File: config.mk
export PLATFORM = sky130hd
export DESIGN_NAME = example_mul_acc_pipe
export DESIGN_NICKNAME = d
export VERILOG_FILES = /design/src/rtl/example_mul_acc_pipe.sv
export SDC_FILE = /design/constraint.sdc
export NUM_CORES = 1
export LEC_CHECK = 0
export ABC_AREA = 1
export CORE_ASPECT_RATIO = 1.25
export CORE_MARGIN = 1
export CORE_UTILIZATION = 45
export CTS_BUF_LIST = sky130_fd_sc_hd__clkbuf_4 sky130_fd_sc_hd__clkbuf_8
export CTS_CLUSTER_SIZE = 30
export DETAILED_ROUTE_END_ITERATION = 6
export PLACE_DENSITY = 0.65
export SETUP_SLACK_MARGIN = 0.05
export SLEW_MARGIN = 20
export SYNTH_ARGS = -nofsm -noshare
export SYNTH_HDL_FRONTEND = slang
export SYNTH_SLANG_ARGS = --single-unit
File: constraint.sdc
create_clock -name ap_clk -period 8.8 [get_ports ap_clk]
set_clock_uncertainty 0.15 [all_clocks]
set_input_delay 2.64 -clock ap_clk [delete_from_list [all_inputs] [get_ports ap_clk]]
set_output_delay 2.64 -clock ap_clk [all_outputs]
set_load 0.05 [all_outputs]
File: src/rtl/example_mul_acc_pipe.sv
// rtl/example_mul_acc_pipe.sv - unsigned x signed multiply with optional grouped accumulation, stallable output pipeline
module example_mul_acc_pipe #(
    parameter int A_WIDTH    = 8,
    parameter int B_WIDTH    = 14,
    parameter int DOUT_WIDTH = 21,
    parameter int ACC_WIDTH  = 32,
    parameter int CNT_WIDTH  = 8,
    parameter int NUM_STAGE  = 3
) (
    input  logic                  ap_clk,
    input  logic                  ap_rst,
    input  logic                  ce,
    input  logic                  in_valid,
    output logic                  in_ready,
    input  logic [A_WIDTH-1:0]    din0,
    input  logic [B_WIDTH-1:0]    din1,
    input  logic                  acc_en,
    input  logic                  acc_last,
    output logic                  out_valid,
    input  logic                  out_ready,
    output logic [DOUT_WIDTH-1:0] dout,
    output logic [CNT_WIDTH-1:0]  acc_cnt,
    output logic                  ovf
);

    localparam int PW = A_WIDTH + B_WIDTH;

    function automatic logic fits_dout(input logic [ACC_WIDTH-1:0] v);
        return (&v[ACC_WIDTH-1:DOUT_WIDTH-1]) | ~(|v[ACC_WIDTH-1:DOUT_WIDTH-1]);
    endfunction

    logic [ACC_WIDTH-1:0]  r_acc;
    logic [CNT_WIDTH-1:0]  r_cnt;
    logic                  r_sticky;
    logic [NUM_STAGE-1:0]  r_vld;
    logic [DOUT_WIDTH-1:0] r_dat [NUM_STAGE];
    logic [CNT_WIDTH-1:0]  r_pcnt [NUM_STAGE];
    logic                  r_povf [NUM_STAGE];

    logic [PW-1:0]         w_a_ext;
    logic [PW-1:0]         w_b_ext;
    logic [PW-1:0]         w_prod;
    logic [ACC_WIDTH-1:0]  w_prod_ext;
    logic [ACC_WIDTH-1:0]  w_sum;
    logic                  w_wrap;
    logic [CNT_WIDTH-1:0]  w_cnt_inc;
    logic                  w_stall;
    logic                  w_adv;
    logic                  w_accept;
    logic                  w_emit;
    logic [DOUT_WIDTH-1:0] w_res;
    logic [CNT_WIDTH-1:0]  w_res_cnt;
    logic                  w_res_ovf;

    // Low PW bits of an unsigned PW x PW product equal the exact two's-complement product.
    assign w_a_ext    = {{B_WIDTH{1'b0}}, din0};
    assign w_b_ext    = {{A_WIDTH{din1[B_WIDTH-1]}}, din1};
    assign w_prod     = w_a_ext * w_b_ext;
    assign w_prod_ext = {{(ACC_WIDTH-PW+1){w_prod[PW-1]}}, w_prod[PW-2:0]};

    assign w_sum     = r_acc + w_prod_ext;
    assign w_wrap    = (r_acc[ACC_WIDTH-1] == w_prod_ext[ACC_WIDTH-1]) &&
                       (w_sum[ACC_WIDTH-1] != r_acc[ACC_WIDTH-1]);
    assign w_cnt_inc = (&r_cnt) ? r_cnt : r_cnt + CNT_WIDTH'(1);

    assign w_stall  = r_vld[NUM_STAGE-1] && !out_ready;
    assign w_adv    = ce && !w_stall;
    assign in_ready = w_adv;
    assign w_accept = in_valid && w_adv;
    assign w_emit   = w_accept && (!acc_en || acc_last);

    assign w_res     = acc_en ? w_sum[DOUT_WIDTH-1:0] : w_prod_ext[DOUT_WIDTH-1:0];
    assign w_res_cnt = acc_en ? w_cnt_inc : CNT_WIDTH'(1);
    assign w_res_ovf = acc_en ? (r_sticky | w_wrap | !fits_dout(w_sum)) : !fits_dout(w_prod_ext);

    always_ff @(posedge ap_clk) begin
        if (ap_rst) begin
            r_acc    <= '0;
            r_cnt    <= '0;
            r_sticky <= 1'b0;
            r_vld    <= '0;
            for (int i = 0; i < NUM_STAGE; i++) begin
                r_dat[i]  <= '0;
                r_pcnt[i] <= '0;
                r_povf[i] <= 1'b0;
            end
        end else if (w_adv) begin
            r_vld[0]  <= w_emit;
            r_dat[0]  <= w_emit ? w_res : '0;
            r_pcnt[0] <= w_emit ? w_res_cnt : '0;
            r_povf[0] <= w_emit && w_res_ovf;
            for (int i = 1; i < NUM_STAGE; i++) begin
                r_vld[i]  <= r_vld[i-1];
                r_dat[i]  <= r_dat[i-1];
                r_pcnt[i] <= r_pcnt[i-1];
                r_povf[i] <= r_povf[i-1];
            end
            if (w_accept && acc_en) begin
                if (acc_last) begin
                    r_acc    <= '0;
                    r_cnt    <= '0;
                    r_sticky <= 1'b0;
                end else begin
                    r_acc    <= w_sum;
                    r_cnt    <= w_cnt_inc;
                    r_sticky <= r_sticky | w_wrap;
                end
            end
        end
    end

    assign out_valid = r_vld[NUM_STAGE-1];
    assign dout      = r_dat[NUM_STAGE-1];
    assign acc_cnt   = r_pcnt[NUM_STAGE-1];
    assign ovf       = r_povf[NUM_STAGE-1];

endmodule

==> results of run 1 <==
[logic make-up after synthesis]
kind of cell | Yosys count | share of synthesized area (%)
flops | 134 | 29.85
buf+inv | 455 | 15.16
fa+ha+maj | 167 | 22.97
xor+xnor | 37 | 2.699
simple gates | 650 | 22.31
compound gates | 143 | 7.004
[cell usage after synthesis (4+ instances only)]
cell,number
nand4_1,11
nand3_1,42
ha_1,78
a21oi_1,82
nand3_2,5
clkbuf_1,40
o22ai_1,8
a31oi_1,4
buf_4,29
edfxtp_1,90
nor3_1,11
a22o_1,12
dfxtp_1,44
nand2_1,413
a21oi_2,4
nor2_2,7
xnor2_1,9
nor2_1,130
fa_1,89
inv_1,380
nand2_2,21
o21bai_1,4
o21ai_0,13
xor2_1,28
[state kept, by name, indices dropped and copies added (netlist names)]
register  count
r_vld         3
r_pcnt       24
r_povf        3
r_dat        63
r_sticky      1
r_cnt         8
r_acc        32
[power by group through the flow]
stage | combinational [W] | clock [W] | sequential (W)
after floorplan | 0.00256 | 0 | 0.000775
after global placement | 0.00445 | 0 | 0.000777
after detailed placement | 0.00448 | 0 | 0.000781
after CTS | 0.00483 | 0.000594 | 0.000767
after global routing | 0.00587 | 0.000622 | 0.000772
final | 0.00530 | 0.000585 | 0.000767
[per-layer routing]
| layer | part of all wire [%] | global-route usage [%] | vias up | routed length, um |
|---|---|---|---|---|
| met2 | 53 | 41.24 | 204 | 14760 |
| met3 | 2.9 | 1.980 | 53 | 815 |
| met5 | 0 | 0 | - | 0 |
| met4 | 3.1 | 8.907 | 0 | 877 |
| met1 | 41 | 24.30 | 4735 | 11590 |
| li1 | - | - | 5183 | - |
[final cells by class]
| cell class | instances | area [um^2] | area share, % |
|---|---|---|---|
| Clock inverter | 10 | 168.9 | 1.122 |
| Multi-Input combinational cell | 997 | 7036 | 46.75 |
| Tap cell | 340 | 425.4 | 2.826 |
| Sequential cell | 134 | 3583 | 23.81 |
| Timing Repair Buffer | 262 | 2113 | 14.04 |
| Clock buffer | 22 | 284.0 | 1.887 |
| Inverter | 383 | 1440 | 9.569 |
[through the flow]
step	std cells	hold WS (ps)	power, W
4_1_cts	2134	325.8	0.006194
5_1_grt	2148	342.7	0.007267
6_report	2148	323.9	0.006649
3_3_place_gp	2092	305.9	0.005225
2_1_floorplan	1586	294.0	0.003331
3_5_place_dp	2092	312.7	0.005265
[final timing paths]
| kind | to | depth (start not counted) | slack [ps] | from |
|---|---|---|---|---|
| worst min-delay path | r_acc[26]$_SDFFE_PP0P_ | 2 | 320 | r_acc[26]$_SDFFE_PP0P_ |
| worst max-delay path | r_povf[0][0]$_SDFFCE_PN0P_ | 37 | 400 | din0[3] |
| worst max register to register | r_acc[16]$_SDFFE_PP0P_ | 10 | 5170 | r_vld[2]$_SDFFE_PP0P_ |
| worst min register to register | r_acc[26]$_SDFFE_PP0P_ | 2 | 320 | r_acc[26]$_SDFFE_PP0P_ |
[timing repair]
item,4_1_cts,5_1_grt
resized for setup,36,124
hold endpoints to repair,0,0
setup buffers,10,14
pin swaps,11,59
cloned,0,1
endpoints found under the setup margin,1,11
[worst max-delay path: cells and delay by family]
kind	cells	cell delay, ps
buf+inv	11	1070
fa+ha+maj	6	2730
compound gates	1	70
simple gates	19	1880
==> impl_results.md, run 1 <==
- Largest net degree at the start of global routing: 94
- Status: finished, final reports clean
- CTS sink count: 134
- DRT Wirelength: 28050 um
- Finished layout cell area: 15050 um^2
- Reg clk slew, reported paths: 70 ps
- Cells after Synth: 1586
- # H-tree levels: 4
- Final Hold Viols: 0
- GRT overflow: 0
- I/O pin cnt: 61
- Logic gate share of total power: 79.7%
- Final min period: 8396 ps
- Antenna viol nets, final: 0
- Leakage: 7.875 nW
- Data arrival time of the critical path: 8450 ps
- Final HPWL DP: 21960 um
- Dpl ws: -815.7 ps
- Area grow syn2layout: 25.37%
- Syn nets: 1782
- Count of flip-flops with a built-in enable after synthesis: 90
- # hold bufs at CTS: 0
- Nets: 1991
- CP Class: in -> reg
- Vias in the first global route: 10070
- Leading cell type in the layout, fill and taps excluded: nand2_1
- Syn. warnings: 0
- Cell area after placement: 13990 um^2
- Most used DFF post-synth: edfxtp_1
- Tcrit/Tclk final: 95.41%
- Startpoint Class: input port
- Clock share of power: 8.8%
- Crit path max fanout: 9
- Final worst setup slack: 404.3 ps
- Worst Tran Pin Value: 1071 ps
- Commonest non-fill, non-tap cells in the layout: 389 x nand2_1, 371 x inv_1, 194 x buf_4
- Root Buffer: clkbuf_8
- Clk buf depth: 2
- CTS buffer count: 17
- Max-Cap Viols: 0
- CP max stage delay: 540 ps
- Row Count: 66
- Cell taking the most area after synthesis: edfxtp_1
- P_int: 0.003597 W
- # DRC: 0
- Clock latency on the worst-skew pair: 450 ps
- Post-synth ARST share: 0%
- Pwr/cell area: 441.8 nW/um^2
- Die area: 27340 um^2
- Worst Path Required: 8850 ps
- Sw power: 0.003052 W
- Switching Share: 45.90%
- CTS tree: yes
- Via count: 10180
- 1st-iter DRT viols: 441
- Max_slew headroom: 28.40%
- Main area contributors after synthesis: edfxtp_1 23%, fa_1 15%, nand2_1 13%, inv_1 12%, ha_1 8.1%
- Final core occ: 57.68%
- Slew Viols, Final: 0
- Fill cells: 2459
- Die W: 148.1 um
- Post-synthesis sequential area ratio: 29.85%
- Initial antenna violation count: 0
- Yosys reg bits: 134
- Post-synthesis cell area: 12010 um^2
- Crit-path most repeated cell: nand2_1
- HP Class: reg -> reg
- Post-DR wirelength/cell: 13.06 um
- Max VDD drop: 265.8 uV
- Initial Utilization: 46.01%
- Setup TNS: 0 ps
- First-pass GRT wire length: 46540 um
- Synth top area share: 22.51%
- Die Y: 184.6 um
- Synth cell types: 39
- Syn Area/Cell: 7.570 um^2
- Detailed Routing Iterations Pass 1: 5
- Core region area: 26100 um^2
- Max Clk Rate: 119.1 MHz
- CP max stage cell: fa_1
- Reg power frac: 11.5%
- CP Capture Type: register
- GRT Overall Usage: 21.60%
- Diode count: 0
- Routability Congestion: 0.9223
- Vias/cell: 4.737
- # setup viols final: 0
- Layout cell share with drive strength beyond 1: 21.18%
- I/O Buffers: 60
Power figures use the tool's default switching activity.
==> inputs of run 2 (changes only) <==
Settings changed: SLEW_MARGIN 20 to default.
==> run 2 against run 1 <==
  * Critical path depth stayed put
  * Combinational power hardly changed
  * Worst hold slack hardly changed
  * Maximum frequency hardly changed
  * Wire length is 0.15% higher
  * Power hardly changed
  * Critical endpoint unchanged
==> impl_results.md, run 2 (synthesized netlist as in run 1, its figures left out) <==
- Status: finished, final reports clean
- 1st-iter DRT viols: 447 (+1.4%)
- Final min period: 8391 ps (-5.185 ps)
- Routability Congestion: 0.9223 (unchanged)
- CP max stage delay: 540 ps (about the same)
- Final core occ: 57.62% (about the same)
- Die Y: 184.6 um (unchanged)
- Vias in the first global route: 10070 (unchanged)
- Max_slew headroom: 22.02% (-6.4 points)
- Leakage: 7.872 nW (about the same)
- # setup viols final: 0 (unchanged)
- Startpoint Class: input port
- Final Hold Viols: 0 (unchanged)
- Worst Path Required: 8850 ps (about the same)
- Final worst setup slack: 409.4 ps (+5.185 ps)
- Flop-to-flop setup slack: 5290 ps (+120 ps)
- Clock latency on the worst-skew pair: 450 ps (about the same)
- Antenna viol nets, final: 0 (unchanged)
- Root Buffer: clkbuf_8
- Initial Utilization: 46.01% (unchanged)
- Max-Cap Viols: 0 (unchanged)
- CTS sink count: 134 (unchanged)
- Top Registers: r_dat (63), r_acc (32), r_pcnt (24)
- First-pass GRT wire length: 46540 um (unchanged)
- I/O pin cnt: 61 (unchanged)
- Row Count: 66 (unchanged)
- Initial antenna violation count: 0 (unchanged)
- Layout cell share with drive strength beyond 1: 21.18% (unchanged)
- # hold bufs at CTS: 0 (unchanged)
- Pwr/cell area: 442.6 nW/um^2 (+0.18%)
- Reg clk slew, reported paths: 90 ps (+20 ps)
- Crit path max fanout: 9 (unchanged)
- GRT Overall Usage: 21.60% (unchanged)
- Non-Filler Instances: 2148 (unchanged)
- HP Class: reg -> reg
- Area occupied by multi-input gates: 7022 um^2 (-0.20%)
- Cell area after placement: 13990 um^2 (unchanged)
- Max VDD drop: 264.0 uV (-0.69%)
- DRT Wirelength: 28090 um (+0.15%)
- Area grow syn2layout: 25.25% (about the same)
- Die area: 27340 um^2 (unchanged)
- Hold Path Cell Cnt: 2 (unchanged)
- Leading cell type in the layout, fill and taps excluded: nand2_1
- Vias/cell: 4.727 (-0.21%)
- Dpl ws: -815.7 ps (unchanged)
- Critical path's top delay family: adder cells
- Reg-to-reg endpoint: r_acc[16]$_SDFFE_PP0P_
- Slew Viols, Final: 0 (unchanged)
- Largest net degree at the start of global routing: 94 (unchanged)
- # DRC: 0 (unchanged)
- Nets: 1991 (unchanged)
- Post-DR wirelength/cell: 13.08 um (+0.15%)
- Fill cells: 2459 (unchanged)
- Commonest non-fill, non-tap cells in the layout: 389 x nand2_1, 371 x inv_1, 194 x buf_4
- FF/Latch Area: 3583 um^2 (unchanged)
- Final HPWL DP: 21960 um (unchanged)
- CTS tree: yes
- DP Cell Count: 2092 (unchanged)
- Die W: 148.1 um (unchanged)
- I/O Buffers: 60 (unchanged)
- CTS buffer count: 17 (unchanged)
- FF-to-FF path depth: 10 (unchanged)
- Reg2reg start: r_vld[2]$_SDFFE_PP0P_
- Core region area: 26100 um^2 (unchanged)
- Detailed Routing Iterations Pass 1: 5 (unchanged)
- Worst Tran Pin Value: 1170 ps (+98.16 ps)
- Hold_sp: r_acc[4]$_SDFFE_PP0P_
- GRT overflow: 0 (unchanged)
- Max reg flops: 63 (unchanged)
- # H-tree levels: 4 (unchanged)
- Via count: 10150 (-0.21%)
- CP Capture Type: register
- Crit-path most repeated cell: nand2_1
- Diode count: 0 (unchanged)
- Bufs and invs on worst path: 11 (unchanged)
- CP Class: in -> reg
- Top reg by flops: r_dat
- Max Clk Rate: 119.2 MHz (about the same)
- Finished layout cell area: 15040 um^2 (about the same)
- CP max stage cell: fa_1
- Data arrival time of the critical path: 8440 ps (about the same)
- Tcrit/Tclk final: 95.35% (about the same)
- Total power: 0.006655 W (about the same)
- Clk buf depth: 2 (unchanged)
- WHS Endpoint: r_acc[4]$_SDFFE_PP0P_
run 2: cell types whose count changed in the layout (fill, tap and decap cells not counted):
| cell | change |
|---|---|
| nand2_2 | +1 |
| nand2_8 | -1 |
run 2: worst max-delay path by stage:
stage,startpoint,slack [ps],cells past startpoint,to
2_1_floorplan,din0[5],280,35,r_povf[0][0]$_SDFFCE_PN0P_
6_report,din0[3],410,37,r_povf[0][0]$_SDFFCE_PN0P_
5_1_grt,din0[3],-2,37,r_povf[0][0]$_SDFFCE_PN0P_
4_1_cts,din1[10],50,35,r_povf[0][0]$_SDFFCE_PN0P_
3_5_place_dp,din1[6],-820,35,r_povf[0][0]$_SDFFCE_PN0P_
3_3_place_gp,din1[6],-820,35,r_povf[0][0]$_SDFFCE_PN0P_
run 2: power breakdown:
part / internal (W) / switching, W
combinational: 0.00252 / 0.00278
clock: 0.000336 / 0.000250
sequential: 0.000742 / 0.0000257
total: 0.00360 / 0.00306
run 2: worst register-to-register path, cell delays in order (launching register included):
cell	delay (ps)
dfxtp_1	310
inv_1	70
o21ai_1	100
inv_1	120
nand2_1	100
nor2_1	270
inv_2	420
nor2_4	980
inv_1	410
or2_2	390
a21oi_1	120
run 2: repair_timing:
item | CTS | global route
endpoints found under the setup margin | 1 | 11
gates cloned | 0 | 1
pin swaps | 11 | 59
setup buffers | 10 | 14
gates resized for setup | 36 | 124
run 2: layout make-up:
type | instances | share of cell area (%)
multi-input combinational | 997 | 46.70
sequential | 134 | 23.83
timing repair buffer | 262 | 14.05
inverter | 383 | 9.577
tap | 340 | 2.829
clock buffer | 22 | 1.889
clock inverter | 10 | 1.123
run 2: metrics by stage:
stage / hold slack, ps / setup TNS [ps]
2_1_floorplan: 294.0 / 0
3_3_place_gp: 305.9 / -4100
3_5_place_dp: 312.7 / -5077
4_1_cts: 325.8 / 0
5_1_grt: 342.7 / -2.232
6_report: 324.2 / 0
run 2: routing by layer:
layer	share of wire, %	vias to the layer above	GRT usage, %
met1	42	4726	24.30
met5	0	-	0
li1	-	5183	-
met3	2.8	52	1.980
met2	53	193	41.24
met4	3.1	0	8.907
==> inputs of run 3 (changes only) <==
Settings changed: CTS_BUF_LIST sky130_fd_sc_hd__clkbuf_4 sky130_fd_sc_hd__clkbuf_8 to sky130_fd_sc_hd__clkbuf_8.
==> run 3 against run 2 <==
  * Die area unchanged
  * Final cell count unchanged
  * Count of clock-buffer cells in the layout down 3
  * Cell area about the same
  * Largest power group unchanged
  * Critical path depth unchanged
  * Sequential power about the same
  * Maximum frequency about the same
  * Register-to-register slack about the same
  * Wire length about the same
  * Worst hold slack about the same
  * Largest cell class unchanged
==> impl_results.md, run 3 (synthesized netlist as in run 1, its figures left out) <==
- GRT overflow: 0 (unchanged)
- Clock share of power: 8.6% (-0.2 points)
- Non-Filler Instances: 2148 (unchanged)
- Top reg by flops: r_dat
- Vias in the first global route: 10070 (-0.020%)
- Hold_sp: r_vld[0]$_SDFFE_PP0P_
- Initial Utilization: 46.01% (unchanged)
- Status: finished, final reports clean
- Worst Tran Pin Value: 1164 ps (-5.385 ps)
- Reg-to-reg endpoint: r_acc[16]$_SDFFE_PP0P_
- # DRC: 0 (unchanged)
- Post-DR wirelength/cell: 13.07 um (about the same)
- CP max stage cell: fa_1
- Total power: 0.006639 W (-0.24%)
- HP Class: reg -> reg
- Final Hold Viols: 0 (unchanged)
- First-pass GRT wire length: 46540 um (unchanged)
- Area grow syn2layout: 25.16% (about the same)
- CTS sink count: 134 (unchanged)
- Die Y: 184.6 um (unchanged)
- Clock latency on the worst-skew pair: 450 ps (about the same)
- Max Clk Rate: 119.2 MHz (about the same)
- Critical path's top delay family: adder cells
- Worst Path Required: 8850 ps (about the same)
- Max-Cap Viols: 0 (unchanged)
- Die W: 148.1 um (unchanged)
- FF-to-FF path depth: 10 (unchanged)
- 1st-iter DRT viols: 432 (-3.4%)
- Clk buf depth: 2 (unchanged)
- Row Count: 66 (unchanged)
- Commonest non-fill, non-tap cells in the layout: 389 x nand2_1, 374 x inv_1, 194 x buf_4
- Pwr/cell area: 441.8 nW/um^2 (-0.16%)
- Reg power frac: 11.6% (about the same)
- Slew Viols, Final: 0 (unchanged)
- Reg2reg start: r_vld[2]$_SDFFE_PP0P_
- Dpl ws: -815.7 ps (unchanged)
- Largest net degree at the start of global routing: 94 (unchanged)
- Final min period: 8388 ps (-2.562 ps)
- I/O Buffers: 60 (unchanged)
- Final HPWL DP: 21960 um (unchanged)
- Crit-path most repeated cell: nand2_1
- # hold bufs at CTS: 0 (unchanged)
- Logic gate share of total power: 79.8% (about the same)
- CTS buffer count: 17 (unchanged)
- Startpoint Class: input port
- Max VDD drop: 263.3 uV (-0.28%)
- Max reg flops: 63 (unchanged)
- CP max stage delay: 540 ps (about the same)
- I/O pin cnt: 61 (unchanged)
- Reg clk slew, reported paths: 80 ps (about the same)
- Core region area: 26100 um^2 (unchanged)
- Switching Share: 46.00% (+0.065 points)
- Initial antenna violation count: 0 (unchanged)
- DP Cell Count: 2092 (unchanged)
- Sw power: 0.003054 W (about the same)
- Routability Congestion: 0.9223 (unchanged)
- Root Buffer: clkbuf_8
- Leakage: 7.875 nW (about the same)
- Nets: 1991 (unchanged)
- Bufs and invs on worst path: 11 (unchanged)
- Data arrival time of the critical path: 8440 ps (about the same)
- Flop-to-flop setup slack: 5300 ps (about the same)
- Via count: 10160 (+0.020%)
- Die area: 27340 um^2 (unchanged)
- Detailed Routing Iterations Pass 1: 5 (unchanged)
- Diode count: 0 (unchanged)
- Max_slew headroom: 22.38% (+0.36 points)
- CP Class: in -> reg
- P_int: 0.003585 W (-0.36%)
- Tcrit/Tclk final: 95.32% (about the same)
- Crit path max fanout: 9 (unchanged)
- DRT Wirelength: 28070 um (about the same)
- Vias/cell: 4.728 (about the same)
- # H-tree levels: 4 (unchanged)
- WHS Endpoint: r_vld[1]$_SDFFE_PP0P_
- Hold Path Cell Cnt: 2 (unchanged)
- Layout cell share with drive strength beyond 1: 21.02% (-0.17 points)
- CP Capture Type: register
- # setup viols final: 0 (unchanged)
- Final worst setup slack: 412.0 ps (+2.562 ps)
- Leading cell type in the layout, fill and taps excluded: nand2_1
- GRT Overall Usage: 21.60% (unchanged)
- Fill cells: 2462 (+0.12%)
- Antenna viol nets, final: 0 (unchanged)
- CTS tree: yes
- Top Registers: r_dat (63), r_acc (32), r_pcnt (24)
run 3: how the worst max path moves through the flow:
| stage | slack (ps) | startpoint | endpoint | cells after the start |
|---|---|---|---|---|
| 6_report | 410 | din0[3] | r_povf[0][0]$_SDFFCE_PN0P_ | 37 |
| 5_1_grt | -2 | din0[3] | r_povf[0][0]$_SDFFCE_PN0P_ | 37 |
| 2_1_floorplan | 280 | din0[5] | r_povf[0][0]$_SDFFCE_PN0P_ | 35 |
| 4_1_cts | 50 | din1[10] | r_povf[0][0]$_SDFFCE_PN0P_ | 35 |
| 3_5_place_dp | -820 | din1[6] | r_povf[0][0]$_SDFFCE_PN0P_ | 35 |
| 3_3_place_gp | -820 | din1[6] | r_povf[0][0]$_SDFFCE_PN0P_ | 35 |
run 3: layer usage:
layer	wire [um]	track usage [%]	share of wire, %	vias up
met5	0	0	0	-
met4	808	8.907	2.9	0
li1	-	-	-	5182
met3	819	1.980	2.9	49
met2	14740	41.26	53	201
met1	11700	24.28	42	4724
run 3: repair_timing:
action | 4_1_cts | 5_1_grt
endpoints found under the setup margin | 1 | 11
buffers inserted | 10 | 14
resized for setup | 36 | 124
gates cloned | 0 | 1
pin swaps | 11 | 59
run 3: layout make-up:
class,count,area [um^2],area share (%)
multi-input cells,997,7022,46.73
clock inverters,13,180.2,1.199
flip-flops and latches,134,3583,23.85
inverters,383,1440,9.584
well taps,340,425.4,2.831
repair buffers,262,2113,14.06
clock buffers,19,261.5,1.740
run 3: power groups by stage:
| stage | logic [W] | registers [W] | clock network [W] |
|---|---|---|---|
| final | 0.00530 | 0.000767 | 0.000573 |
| after global routing | 0.00587 | 0.000773 | 0.000610 |
| after CTS | 0.00483 | 0.000767 | 0.000582 |
| after detailed placement | 0.00448 | 0.000781 | 0 |
| after global placement | 0.00445 | 0.000777 | 0 |
| after floorplan | 0.00256 | 0.000775 | 0 |
run 3: worst min-delay path, stage by stage, from the launching register on:
cell and delay [ps]:
dfxtp_1 300, inv_1 60, o22ai_1 70
run 3: metrics by stage:
stage / instance area [um^2] / TNS (ps) / hold WS [ps] / util, %
after floorplan: 12010 / 0 / 294.0 / -
after global placement: 13990 / -4100 / 305.9 / 53.63
after detailed placement: 13990 / -5077 / 312.7 / 53.63
after CTS: 14660 / 0 / 325.8 / 56.18
after global routing: 15030 / -2.232 / 342.7 / 57.58
final: 15030 / 0 / 324.1 / 57.58
